<file path="src/rtl/key_pkg.sv">
// Shared types for the key debounce block.
// State encoding and counter-width helper.
package key_pkg;

  typedef enum logic [1:0] {
    IDLE       = 2'd0,
    PRESS_DB   = 2'd1,
    PRESSED    = 2'd2,
    RELEASE_DB = 2'd3
  } key_st_e;

  function automatic int cnt_w(input int n);
    return (n <= 2) ? 1 : $clog2(n);
  endfunction

endpackage

</file>
<file path="src/rtl/key_debounce_unit.sv">
// One key: 2-flop sync, debounce FSM, hold counter, led toggle.
// Ports: sys_clk, sys_rst, key (active-low) -> key_state/press/release/long, led.
module key_debounce_unit
  import key_pkg::*;
#(
  parameter int DEBOUNCE_CNT = 1000000,
  parameter int LONG_CNT     = 50000000
) (
  input  logic sys_clk,
  input  logic sys_rst,
  input  logic key,
  output logic key_state,
  output logic key_press,
  output logic key_release,
  output logic key_long,
  output logic led
);

  localparam int DB_W   = cnt_w(DEBOUNCE_CNT);
  localparam int HOLD_W = cnt_w(LONG_CNT);
  localparam logic [DB_W-1:0]   DB_MAX   = DB_W'(DEBOUNCE_CNT - 1);
  localparam logic [HOLD_W-1:0] HOLD_MAX = HOLD_W'(LONG_CNT - 1);

  logic key_s1, key_s2;

  key_st_e state_q, state_nxt;
  logic [DB_W-1:0]   db_cnt, db_nxt;
  logic [HOLD_W-1:0] hold_cnt, hold_nxt;
  logic long_done, done_nxt;
  logic press_nxt, rel_nxt, long_nxt;

  always_ff @(posedge sys_clk or posedge sys_rst) begin
    if (sys_rst) begin
      key_s1 <= 1'b1;
      key_s2 <= 1'b1;
    end else begin
      key_s1 <= key;
      key_s2 <= key_s1;
    end
  end

  always_ff @(posedge sys_clk or posedge sys_rst) begin
    if (sys_rst) begin
      state_q     <= IDLE;
      db_cnt      <= '0;
      hold_cnt    <= '0;
      long_done   <= 1'b0;
      key_state   <= 1'b0;
      key_press   <= 1'b0;
      key_release <= 1'b0;
      key_long    <= 1'b0;
      led         <= 1'b0;
    end else begin
      state_q     <= state_nxt;
      db_cnt      <= db_nxt;
      hold_cnt    <= hold_nxt;
      long_done   <= done_nxt;
      key_state   <= (state_nxt == PRESSED) ||
                     (state_nxt == RELEASE_DB);
      key_press   <= press_nxt;
      key_release <= rel_nxt;
      key_long    <= long_nxt;
      led         <= led ^ press_nxt;
    end
  end

  always_comb begin
    state_nxt = state_q;
    db_nxt    = db_cnt;
    hold_nxt  = hold_cnt;
    done_nxt  = long_done;
    press_nxt = 1'b0;
    rel_nxt   = 1'b0;
    long_nxt  = 1'b0;

    // Hold time runs through release bounces; long fires once
    // on the first cycle the saturated count is seen.
    if (state_q == PRESSED || state_q == RELEASE_DB) begin
      if (hold_cnt != HOLD_MAX)
        hold_nxt = hold_cnt + 1'b1;
      else if (!long_done) begin
        long_nxt = 1'b1;
        done_nxt = 1'b1;
      end
    end

    unique case (state_q)
      IDLE: begin
        if (!key_s2) begin
          state_nxt = PRESS_DB;
          db_nxt    = '0;
        end
      end
      PRESS_DB: begin
        if (key_s2)
          state_nxt = IDLE;
        else if (db_cnt == DB_MAX) begin
          state_nxt = PRESSED;
          press_nxt = 1'b1;
          hold_nxt  = '0;
          done_nxt  = 1'b0;
        end else
          db_nxt = db_cnt + 1'b1;
      end
      PRESSED: begin
        if (key_s2) begin
          state_nxt = RELEASE_DB;
          db_nxt    = '0;
        end
      end
      RELEASE_DB: begin
        if (!key_s2)
          state_nxt = PRESSED;
        else if (db_cnt == DB_MAX) begin
          state_nxt = IDLE;
          rel_nxt   = 1'b1;
        end else
          db_nxt = db_cnt + 1'b1;
      end
      default: state_nxt = IDLE;
    endcase
  end

endmodule

</file>
<file path="src/rtl/key_debounce_ctrl.sv">
// Debounced multi-key controller with press/release/long pulses.
// Ports: sys_clk, sys_rst, key[N] (active-low) -> per-key outputs.
module key_debounce_ctrl
  import key_pkg::*;
#(
  parameter int KEY_NUM      = 2,
  parameter int DEBOUNCE_CNT = 1000000,
  parameter int LONG_CNT     = 50000000
) (
  input  logic               sys_clk,
  input  logic               sys_rst,
  input  logic [KEY_NUM-1:0] key,
  output logic [KEY_NUM-1:0] key_state,
  output logic [KEY_NUM-1:0] key_press,
  output logic [KEY_NUM-1:0] key_release,
  output logic [KEY_NUM-1:0] key_long,
  output logic [KEY_NUM-1:0] led
);

  for (genvar i = 0; i < KEY_NUM; i++) begin : g_key
    key_debounce_unit #(
      .DEBOUNCE_CNT(DEBOUNCE_CNT),
      .LONG_CNT    (LONG_CNT)
    ) u_unit (
      .sys_clk    (sys_clk),
      .sys_rst    (sys_rst),
      .key        (key[i]),
      .key_state  (key_state[i]),
      .key_press  (key_press[i]),
      .key_release(key_release[i]),
      .key_long   (key_long[i]),
      .led        (led[i])
    );
  end

endmodule
</file>
<file path="config.mk">
export PLATFORM = sky130hd
export DESIGN_NAME = key_debounce_ctrl
export DESIGN_NICKNAME = d
export VERILOG_FILES = /design/src/rtl/key_pkg.sv /design/src/rtl/key_debounce_unit.sv /design/src/rtl/key_debounce_ctrl.sv
export SDC_FILE = /design/constraint.sdc
export NUM_CORES = 1
export LEC_CHECK = 0
export ABC_AREA = 0
export CORE_MARGIN = 1.5
export CORE_UTILIZATION = 60
export CTS_BUF_LIST = sky130_fd_sc_hd__clkbuf_8 sky130_fd_sc_hd__clkbuf_16
export DETAILED_ROUTE_END_ITERATION = 10
export GPL_TIMING_DRIVEN = 0
export HOLD_SLACK_MARGIN = 0.15
export PLACE_DENSITY = 0.88
export SYNTH_ARGS = -nofsm -noshare
export SYNTH_HDL_FRONTEND = slang
export SYNTH_HIERARCHICAL = 1
export SYNTH_SLANG_ARGS = --single-unit
export TNS_END_PERCENT = 100
</file>
<file path="constraint.sdc">
create_clock -name sys_clk -period 5.45 [get_ports sys_clk]
set_input_delay 1.09 -clock sys_clk [delete_from_list [all_inputs] [get_ports sys_clk]]
set_output_delay 1.09 -clock sys_clk [all_outputs]
set_load 0.1 [all_outputs]
</file>
# Word-level counts from Yosys, hierarchy flattened
# Cells that the tools add are included.
dict set report classes {
  n_addsub 4
  reduce_logical 8
  eq_ne 22
  bitwise_logic 2
  mux 62
}
# operator count
set ops {}
lappend ops {{2-to-1 mux 26 bit} 10}
lappend ops {{2-to-1 mux 20 bit} 10}
lappend ops {{case mux 20 bit (4 select lines)} 2}
lappend ops {{adder 26 x 1 -> 26 bit (second input constant)} 2}
lappend ops {{!= test 26 bit (second input constant)} 2}
lappend ops {{adder 20 x 1 -> 20 bit (second input constant)} 2}
lappend ops {{equality test 20 bit (second input constant)} 2}
lappend ops {{2-to-1 mux 1 bit} 26}
lappend ops {{2-to-1 mux 2 bit} 12}
lappend ops {{equality test 2 bit (second input constant)} 8}
lappend ops {{case mux 2 bit (4 select lines)} 2}
lappend ops {{!= test 2 x 1 -> 1 bit (second input constant)} 4}
lappend ops {{!= test 2 bit (second input constant)} 4}
lappend ops {{AND reduction 4 bit} 2}
lappend ops {{equality test 2 x 1 -> 1 bit (second input constant)} 2}
lappend ops {{zero test 2 bit} 2}
lappend ops {{logical OR 1 bit} 4}
lappend ops {{bitwise XOR 1 bit} 2}
dict set report word_totals {
  regBits 112
  word_cells 120
}

# Depth between registers and ports, before layout
# Gate-level depths: netlist of the first run.
dict set report depth {
  word_depth 6
  mapped_depth 8
  depth_no_buf 6
}

# By module
# Netlist of the first run, hierarchy kept.
# module instances area_each_um2 cells_per_inst
set by_module_without_submodules {}
lappend by_module_without_submodules {{key_debounce_unit (g_key[1].u_unit)} 1 2994.1 313}
lappend by_module_without_submodules {{key_debounce_unit (g_key[0].u_unit)} 1 2874.0 297}

# Worst setup path after synthesis of the first run
# Ideal clock, no wire load.
dict set report synth_timing {
  path_kind {register to register}
  startpoint {reg g_key[0].u_unit.db_cnt[12]}
  endpoint {reg g_key[0].u_unit.hold_cnt[3]}
  t_arrival_ps 2304
  stages_incl_launch_ff 8
  setup_slack_ps 3010
  required_time_ps 5314
  setup_ps 136
  path_buffers 2
  path_cell_list {dfrtp_1 > or4b_4 > or4_1 > buf_2 > or4_4 > buf_6 > o211ai_1 > o31ai_1}
}
dict set report synth_via {
  elab_chain_len 4
}
# item line
set synth_rtl {}
lappend synth_rtl {{start, declared} key_debounce_unit.sv:27} ;# logic [DB_W-1:0] db_cnt, db_nxt;
lappend synth_rtl {{start signal, assigned} key_debounce_unit.sv:55} ;# db_cnt <= db_nxt;
lappend synth_rtl {{equality test 20 bit} key_debounce_unit.sv:97} ;# else if (db_cnt == DB_MAX) begin
lappend synth_rtl {{2-to-1 mux 26 bit} key_debounce_unit.sv:97}
lappend synth_rtl {{2-to-1 mux 26 bit} key_debounce_unit.sv:95} ;# if (key_s2)
lappend synth_rtl {{2-to-1 mux 26 bit} key_debounce_unit.sv:87} ;# unique case (state_q)
lappend synth_rtl {{named net g_key[0].u_unit.hold_nxt[3]} key_debounce_unit.sv:28} ;# logic [HOLD_W-1:0] hold_cnt, hold_nxt;
lappend synth_rtl {{end signal, assigned} key_debounce_unit.sv:56} ;# hold_cnt <= hold_nxt;
lappend synth_rtl {{end, declared} key_debounce_unit.sv:28}
# The timed path passes the listed nets, and every way through them passes these cells.
# A chain may end at the register's enable or synchronous reset.

# Final worst setup path of the first run
dict set report layout_timing {
  startpoint {reg g_key[0].u_unit.led}
  endpoint {out led[0]}
}
# item line
set layout_rtl {}
lappend layout_rtl {{start, declared} key_debounce_unit.sv:16} ;# output logic led
lappend layout_rtl {{start signal, assigned} key_debounce_unit.sv:63} ;# led <= led ^ press_nxt;
lappend layout_rtl {{end, declared} key_debounce_ctrl.sv:17} ;# output logic [KEY_NUM-1:0] led
# No word-level cell between the ends.

==> flow_summary.ini, run 1 <==
[global_routing]
grt_pass1_vias = 4800
grt_max_degree = 46
grt_overflow_total = 0
grt_first_pass_wirelength_microns = 21900
antenna_found_initial = 0
track_usage_pct = 26.6

[yosys]
yosysTopAreaCellShare_pct = 46.1
synth_ff_type = dfrtp_1
synthArstFlopShare_pct = 100
netlist_area_sq_um = 5870
yosys_warnings = 6
yosysUniqueCellTypes = 64
yosysSeqAreaShare_pct = 47.8
synth_fp_nets = 618
yosysTopAreaCell = dfrtp_1
synth-seq-cells = 112
synth-edff-count = 0
synth.area.top_cells = dfrtp_1 46%, xnor2_1 4.6%, nor2_1 3.9%, nand3_1 3.8%, nand2_1 3.6%
avgSynthCellArea_sq_um = 9.62
synthCells = 610

[finish]
layout_common_cells = 108 x dfrtp_1, 61 x nor2_1, 57 x nand2_1
layout-drive-gt1-share_pct = 9.05
fillCellCount = 757
syn_to_final_growth_pct = 9.19
utilization_pct = 68.4
layout_commonest_cell = dfrtp_1
multi_input_area_sq_um = 2840
register_area_sq_um = 2810
final_net_count = 644
antenna_cells = 0

[cts]
hold_buffers = 0
cts.path.max_buffers = 2
clockRootBuffer = clkbuf_8
worstSkewPairLatency_ns = 0.38
numCtsBuffers = 9
postCtsSetupBuffers = 0
clk_pin_slew_ns = 0.11
cts.sinks = 112
htree_levels = 3
cts_tree = built
cts.repair.resized = 0

[detailed_routing]
wire_per_inst_microns = 16.4
via_per_inst = 6.31
vias = 4862
drc_errors = 0
ant_nets = 0
drt_iter0_markers = 205
first_pass_iters = 4
wirelength_microns = 12600

[worst_setup_path]
reg2reg_slack_ns = 2.73
r2r_start = g_key[0].u_unit/db_cnt[7]$_DFFE_PP0P_
end_kind = output pin
cp_top_family = buffers and inverters
crit_fanout = 2
critical_path_buf_inv_count = 1
worstPathArrival_ns = 1.90
cp_slowest_cell = clkdlybuf4s50_1
critical_path_class = reg -> out
r2r-end = g_key[0].u_unit/hold_cnt[10]$_DFF_PP0_
slowest_delay_ns = 1.14
cp_data_required_time_ns = 4.36
startpoint_type = register
worstPathCellList = clkdlybuf4s50_1
r2r_cells = 6

[hold_path]
worstHoldPathCells = 0
worstHoldStart = g_key[1].u_unit/key_s1$_DFF_PP1_
hp-class = reg -> reg
hold_end = g_key[1].u_unit/key_s2$_DFF_PP1_

[die]
die_y_microns = 102
io-pin-count = 14
die-area_sq_um = 10400
die_w_microns = 102
row_count = 35
start_util_pct = 62.6
core_sq_um = 9370

[placement]
gp_congestion = 0.909
io_buffers = 13
pre_cts_ws_ns = 2.82
dp_hpwl_microns = 8700

[outcome]
status = finished clean

[timing]
skew_ns = 0.0151
tightest_slew_ns = 0.972
finalCritPeriodShare_pct = 54.8
finalSetupTns_ns = 0
finalHoldViolCount = 0
fin_ws_ns = 2.46
timing.fmax_ghz = 0.335
report.final.slew_viol_count = 0
min_period_ns = 2.99
rsz0062_at_grt = false
relSlewSlack_pct = 35.0
final-setup-viol-count = 0

[power_and_ir_drop]
irDropWorstVdd_mv = 0.157
leakage_nw = 2.65
p_per_area_nw_per_um2 = 223

[flow_run]
maxCapViolations = 0
==> layout make-up <==
class	instances	share of cell area (%)
Tap cell	129	2.52
Timing Repair Buffer	15	2.66
Buffer	23	2.38
Sequential cell	112	43.8
Inverter	17	0.996
Clock buffer	10	2.15
Multi-Input combinational cell	458	44.4
Clock inverter	6	1.09
==> kinds of logic after synthesis <==
family	after synthesis	share of synthesized area [%]
fa+ha+maj	4	0.853
compound gates	88	9.60
flops	112	47.8
buf+inv	40	3.69
xor+xnor	52	7.76
mux	4	0.682
simple gates	310	29.6
==> routing by layer <==
metal	wire length, microns	global-route usage (%)
met1	5300	34.2
met3	796	5.81
met5	0	0
met4	213	11.7
met2	6300	43.7
==> flip-flops by register name (all words and copies together), names as in the netlist <==
signal	cells
g_key.u_unit/db_cnt	40
g_key.u_unit/hold_cnt	52
g_key.u_unit/key_long	2
g_key.u_unit/key_press	2
g_key.u_unit/key_release	2
g_key.u_unit/key_s1	2
g_key.u_unit/key_s2	2
g_key.u_unit/key_state	2
g_key.u_unit/led	2
g_key.u_unit/long_done	2
g_key.u_unit/state_q	4
==> synth_stat cells, drive strengths merged (16+ instances only) <==
cell	instances
nand2	58
nand4	21
a21oi	19
xnor2	31
nor4	22
nor3	24
nor2	61
or4	16
nand3	47
xor2	21
o21ai	30
dfrtp	108
inv	17
==> how the worst max path moves through the flow <==
stage                                                   to                             startpoint  cells after the start
CTS                                                 led[0]          g_key[0].u_unit/led$_DFF_PP0_                      1
detailed placement  g_key[0].u_unit/hold_cnt[10]$_DFF_PP0_  g_key[0].u_unit/db_cnt[7]$_DFFE_PP0P_                      6
global route                                        led[0]          g_key[0].u_unit/led$_DFF_PP0_                      1
floorplan            g_key[0].u_unit/db_cnt[0]$_DFFE_PP0P_                                sys_rst                      1
finish                                              led[0]          g_key[0].u_unit/led$_DFF_PP0_                      1
global placement     g_key[1].u_unit/hold_cnt[7]$_DFF_PP0_                                sys_rst                      2
==> power breakdown <==
| part | internal [mW] | switching [mW] |
|---|---|---|
| clock | 0.231 | 0.286 |
| sequential | 0.841 | 0.0125 |
| combinational | 0.0176 | 0.0417 |
| total | 1.09 | 0.340 |
==> stage by stage <==
stage | power (mW) | instance area (sq um) | hold slack, ns | std cells
after floorplan | 0.907 | 5870 | 0.345 | 610
after global placement | 0.922 | 6160 | 0.345 | 752
after detailed placement | 0.930 | 6200 | 0.350 | 754
after CTS | 1.45 | 6410 | 0.367 | 770
after global routing | 1.49 | 6410 | 0.371 | 770
final | 1.43 | 6410 | 0.366 | 770
(Power assumes the default switching activity.)
==> run 2: changes to the inputs <==
Settings changed: CORE_UTILIZATION 60 to 56, PLACE_DENSITY 0.88 to 0.86.
Clock period 5.45 ns to 2.6 ns, I/O delays scaled along.
==> run 2 against run 1 <==
The run now ends with setup timing left; die area is 6.9% higher; count of clock-buffer cells in the layout rose by 1; core utilization shrank 5.2 points; critical endpoint is now g_key[0].u_unit/hold_cnt[3]$_DFF_PP0_; highest routed layer unchanged; cell count rose by 1.7%; critical path type is now reg -> reg; wire length shrank 0.69%; global-route usage decreased by 2.3 points; power is 100% higher; worst setup slack got worse by 2.5 ns; combinational power is 110% higher; largest cell class unchanged; first-iteration DRC count down 2.9%; non-clock buffer count up 7; worst hold slack got worse by 0.0017 ns.
==> flow_summary.ini, run 2 (synthesis gave the netlist of run 1 again) <==
[cts]
htree_levels = 3
cts.path.max_buffers = 2
clk_pin_slew_ns = 0.10
cts_tree = built
worstSkewPairLatency_ns = 0.39
hold_buffers = 0
cts.sinks = 112
clockRootBuffer = clkbuf_8
numCtsBuffers = 9

[placement]
gp_congestion = 0.915
dp_hpwl_microns = 8780
placed_area_sq_um = 6210
io_buffers = 13

[global_routing]
track_usage_pct = 24.3
grt_overflow_total = 0
grt_max_degree = 46
antenna_found_initial = 0
grt_pass1_vias = 4805
grt_first_pass_wirelength_microns = 21700

[finish]
fillCellCount = 844
largestRegisters = g_key.u_unit/hold_cnt (52), g_key.u_unit/db_cnt (40), g_key.u_unit/state_q (4)
layout_common_cells = 106 x dfrtp_1, 61 x nor2_1, 57 x nand2_1
largest_reg_flops = 52
layout_commonest_cell = dfrtp_1
syn_to_final_growth_pct = 10.1
multi_input_area_sq_um = 2860
antenna_cells = 0
register_area_sq_um = 2810
layout-drive-gt1-share_pct = 10.5
finalInstanceArea_sq_um = 6460
regMostFlops = g_key.u_unit/hold_cnt
final_net_count = 651

[outcome]
status = finished with violations
violations = setup timing

[worst_setup_path]
cp_slowest_cell = or4_1
worstPathArrival_ns = 2.88
startpoint_type = register
cp_data_required_time_ns = 2.86
worstPathCellList = or4b_4 > or4_1 > buf_4 > or4_4 > buf_6 > o211ai_1 > o31ai_1
slowest_delay_ns = 0.58
end_kind = register
crit_fanout = 8
critical_path_class = reg -> reg

[detailed_routing]
first_pass_iters = 5
via_per_inst = 6.13
ant_nets = 0
vias = 4796
drc_errors = 0
wirelength_microns = 12500
drt_iter0_markers = 199
wire_per_inst_microns = 16.0

[timing]
relSlewSlack_pct = 34.8
finalSetupTns_ns = -0.0203
final-setup-viol-count = 2
finalCritPeriodShare_pct = 101
tightest_slew_ns = 0.975
fin_ws_ns = -0.0153
skew_ns = 0.0121
report.final.slew_viol_count = 0
finalHoldViolCount = 0
min_period_ns = 2.62
timing.fmax_ghz = 0.382

[die]
core_sq_um = 10200
start_util_pct = 57.4
die_w_microns = 105
io-pin-count = 14
die-area_sq_um = 11100
row_count = 37
die_y_microns = 105

[flow_run]
maxCapViolations = 0

[hold_path]
hp-class = reg -> reg

[power_and_ir_drop]
irDropWorstVdd_mv = 0.386
total_power_mw = 2.88
leakage_nw = 2.67
p_per_area_nw_per_um2 = 446
==> run 2: cell types whose count changed in the layout (fill, tap and decap cells not counted), sizes merged <==
cell,delta
bufinv,-1
clkinvlp,+1
clkbuf,+2
inv,-2
buf,+6
==> run 2: final cells by class <==
type,count,share of cell area (%)
Inverter,17,0.988
Tap cell,136,2.63
Clock buffer,11,2.34
Multi-Input combinational cell,458,44.3
Timing Repair Buffer,22,3.45
Sequential cell,112,43.5
Clock inverter,4,0.368
Buffer,23,2.42
==> run 2: power breakdown <==
part	leakage (nW)	switching (mW)	internal (mW)
Combinational	1.04	0.0867	0.0370
Sequential	1.54	0.0270	1.76
Clock	0.0940	0.574	0.392
==> run 2: final timing paths <==
check / slack, ns / cells after the start / startpoint / to
worst min register to register: 0.36 / 0 / g_key[1].u_unit/key_s1$_DFF_PP1_ / g_key[1].u_unit/key_s2$_DFF_PP1_
worst max-delay path: -0.02 / 7 / g_key[0].u_unit/db_cnt[8]$_DFFE_PP0P_ / g_key[0].u_unit/hold_cnt[3]$_DFF_PP0_
worst min-delay path: 0.36 / 0 / g_key[1].u_unit/key_s1$_DFF_PP1_ / g_key[1].u_unit/key_s2$_DFF_PP1_
max in group asynchronous: 1.58 / 3 / sys_rst / g_key[1].u_unit/key_s2$_DFF_PP1_
worst max register to register: -0.02 / 7 / g_key[0].u_unit/db_cnt[8]$_DFFE_PP0P_ / g_key[0].u_unit/hold_cnt[3]$_DFF_PP0_
min in group asynchronous: 0.42 / 2 / sys_rst / g_key[0].u_unit/db_cnt[16]$_DFFE_PP0P_
==> run 2: repair_timing <==
| action | CTS | global route |
|---|---|---|
| gates resized for setup | 0 | 9 |
| setup endpoints to repair | 20 | 20 |
| buffers inserted | 2 | 5 |
| pin swaps | 1 | 2 |
==> run 2: critical path: cells and delay by family, from the launching register on <==
family	cells	cell delay (ns)
compound gates	2	0.19
flops	1	0.42
simple gates	3	1.53
buf+inv	2	0.35
==> run 2: metal layers <==
layer	GRT usage (%)	share of wire (%)	vias to the layer above
li1	-	-	2278
met1	30.3	42	2351
met2	40.8	51	148
met3	4.70	5.1	19
met4	11.4	1.6	0
met5	0	0	-
==> run 2: per-stage QoR <==
| stage | instances | hold WS (ns) | util [%] | setup WS (ns) |
|---|---|---|---|---|
| after CTS | 778 | 0.364 | 62.5 | 0.00963 |
| after detailed placement | 761 | 0.350 | 60.7 | -0.0848 |
| after global routing | 783 | 0.370 | 63.2 | -0.0933 |
| after floorplan | 610 | 0.345 | - | 0.160 |
| final | 783 | 0.364 | 63.2 | -0.0153 |
| after global placement | 759 | 0.346 | 60.3 | -0.285 |
==> run 3: changes to the inputs <==
Settings changed: CORE_UTILIZATION 56 to 60, PLACE_DENSITY 0.86 to 0.88.
Clock period 2.6 ns to 2.41 ns, I/O delays scaled along.
==> run 3 against run 2 <==
The flow still finishes with violations (setup timing); register-to-register slack worse by 0.08 ns; cell count up 0.77%; final area grew 3.2%; first-iteration DRC count grew 53%; critical path depth fell by 2; sequential share of layout area is 1.3 points lower; highest routed layer unchanged.
==> flow_summary.ini, run 3 (synthesis gave the netlist of run 1 again) <==
[outcome]
status = finished with violations
violations = setup timing

[die]
die_y_microns = 102
core_sq_um = 9370
row_count = 35
die_w_microns = 102
io-pin-count = 14
start_util_pct = 62.6
die-area_sq_um = 10400

[detailed_routing]
wire_per_inst_microns = 16.5
drt_iter0_markers = 305
ant_nets = 0
drc_errors = 0
wirelength_microns = 13000
vias = 4885
first_pass_iters = 5
via_per_inst = 6.19

[worst_setup_path]
end_kind = register
critical_path_class = reg -> reg
worstPathArrival_ns = 2.79
startpoint_type = register
cp_data_required_time_ns = 2.70
crit_fanout = 8

[placement]
io_buffers = 13
pre_cts_ws_ns = -0.224
dp_cells = 754
gp_congestion = 0.888
dp_hpwl_microns = 8460

[cts]
numCtsBuffers = 9
worstSkewPairLatency_ns = 0.40
cts.sinks = 112
cts_tree = built
clk_pin_slew_ns = 0.12
htree_levels = 3
cts.path.max_buffers = 2
clockRootBuffer = clkbuf_8

[finish]
largest_reg_flops = 52
final_net_count = 663
syn_to_final_growth_pct = 13.6
layout-drive-gt1-share_pct = 15.9
utilization_pct = 71.1
layout_common_cells = 102 x dfrtp_1, 57 x nand2_1, 52 x nor2_1
layout_commonest_cell = dfrtp_1
fin_cells = 789
antenna_cells = 0
largestRegisters = g_key.u_unit/hold_cnt (52), g_key.u_unit/db_cnt (40), g_key.u_unit/state_q (4)
regMostFlops = g_key.u_unit/hold_cnt

[power_and_ir_drop]
netSwitchingPower_mw = 0.831
switching_share_pct = 26.1
cell_internal_pwr_mw = 2.35
leakage_nw = 2.80
total_power_mw = 3.18
irDropWorstVdd_mv = 0.410
p_per_area_nw_per_um2 = 477
seq_power_share_pct = 60.8
combPwrFrac_pct = 4.2
clkPwrFrac_pct = 35.0

[timing]
rsz0062_at_grt = true
relSlewSlack_pct = 34.9
finalSetupTns_ns = -0.491
final-setup-viol-count = 13
tightest_slew_ns = 0.974
report.final.slew_viol_count = 0
finalHoldViolCount = 0
timing.fmax_ghz = 0.399
fin_ws_ns = -0.0937
min_period_ns = 2.50
finalCritPeriodShare_pct = 104
skew_ns = 0.0175

[global_routing]
grtUsageMet1_pct = 35.2
track_usage_pct = 26.7
met2_usage_pct = 43.5
grt_max_degree = 42
busiest_layer = met2
grt_overflow_total = 0
grt_first_pass_wirelength_microns = 21900
use_met3_pct = 6.36
grt_pass1_vias = 4701
antenna_found_initial = 0

[flow_run]
maxCapViolations = 0

[hold_path]
hp-class = reg -> reg
## run 3: area by class of cell
class / instances / area [sq um]
multi-input cells: 458 / 2930
flip-flops and latches: 112 / 2820
fillers: 695 / 2710
repair buffers: 38 / 368
well taps: 129 / 161
plain buffers: 19 / 131
clock buffers: 9 / 124
clock inverters: 7 / 72.6
inverters: 17 / 63.8
## run 3: worst paths after layout
kind	startpoint	to	slack [ns]	depth (start not counted)
worst max-delay path	g_key[0].u_unit/db_cnt[12]$_DFFE_PP0P_	g_key[0].u_unit/hold_cnt[3]$_DFF_PP0_	-0.09	5
worst min-delay path	g_key[1].u_unit/key_s1$_DFF_PP1_	g_key[1].u_unit/key_s2$_DFF_PP1_	0.36	0
worst max register to register	g_key[0].u_unit/db_cnt[12]$_DFFE_PP0P_	g_key[0].u_unit/hold_cnt[3]$_DFF_PP0_	-0.09	5
worst min register to register	g_key[1].u_unit/key_s1$_DFF_PP1_	g_key[1].u_unit/key_s2$_DFF_PP1_	0.36	0
max in group asynchronous	sys_rst	g_key[0].u_unit/key_s2$_DFF_PP1_	1.34	3
min in group asynchronous	sys_rst	g_key[1].u_unit/db_cnt[3]$_DFFE_PP0P_	0.47	2
## run 3: power by group through the flow
stage	logic (mW)	registers (mW)	clock network, mW
floorplan	0.0918	1.96	0
global placement	0.121	1.97	0
detailed placement	0.137	1.97	0
CTS	0.138	1.93	1.14
global route	0.152	1.94	1.21
finish	0.134	1.94	1.11
## run 3: timing repair
item | in CTS | in global routing
resized for setup | 8 | 37
cloned | 0 | 2
hold buffers | 0 | 0
buffers inserted | 13 | 9
setup endpoints to repair | 36 | 52
pin swaps | 3 | 17
## run 3: worst max-delay path, stage by stage (launching register included)
cell,delay (ns)
dfrtp_2,0.44
or4b_4,0.54
or4_4,0.58
or4_4,0.59
o211ai_1,0.14
o31ai_1,0.10
## run 3: routing by layer
layer	up-vias	share of wire (%)	wire length [microns]
met5	-	0	0
met4	0	1.8	239
met3	33	6.1	796
met2	206	49	6360
met1	2343	43	5640
li1	2303	-	-
## run 3: through the flow
stage,area (sq um),hold slack (ns)
after floorplan,5870,0.345
after global placement,6160,0.346
after detailed placement,6200,0.349
after CTS,6500,0.364
after global routing,6670,0.372
final,6670,0.360
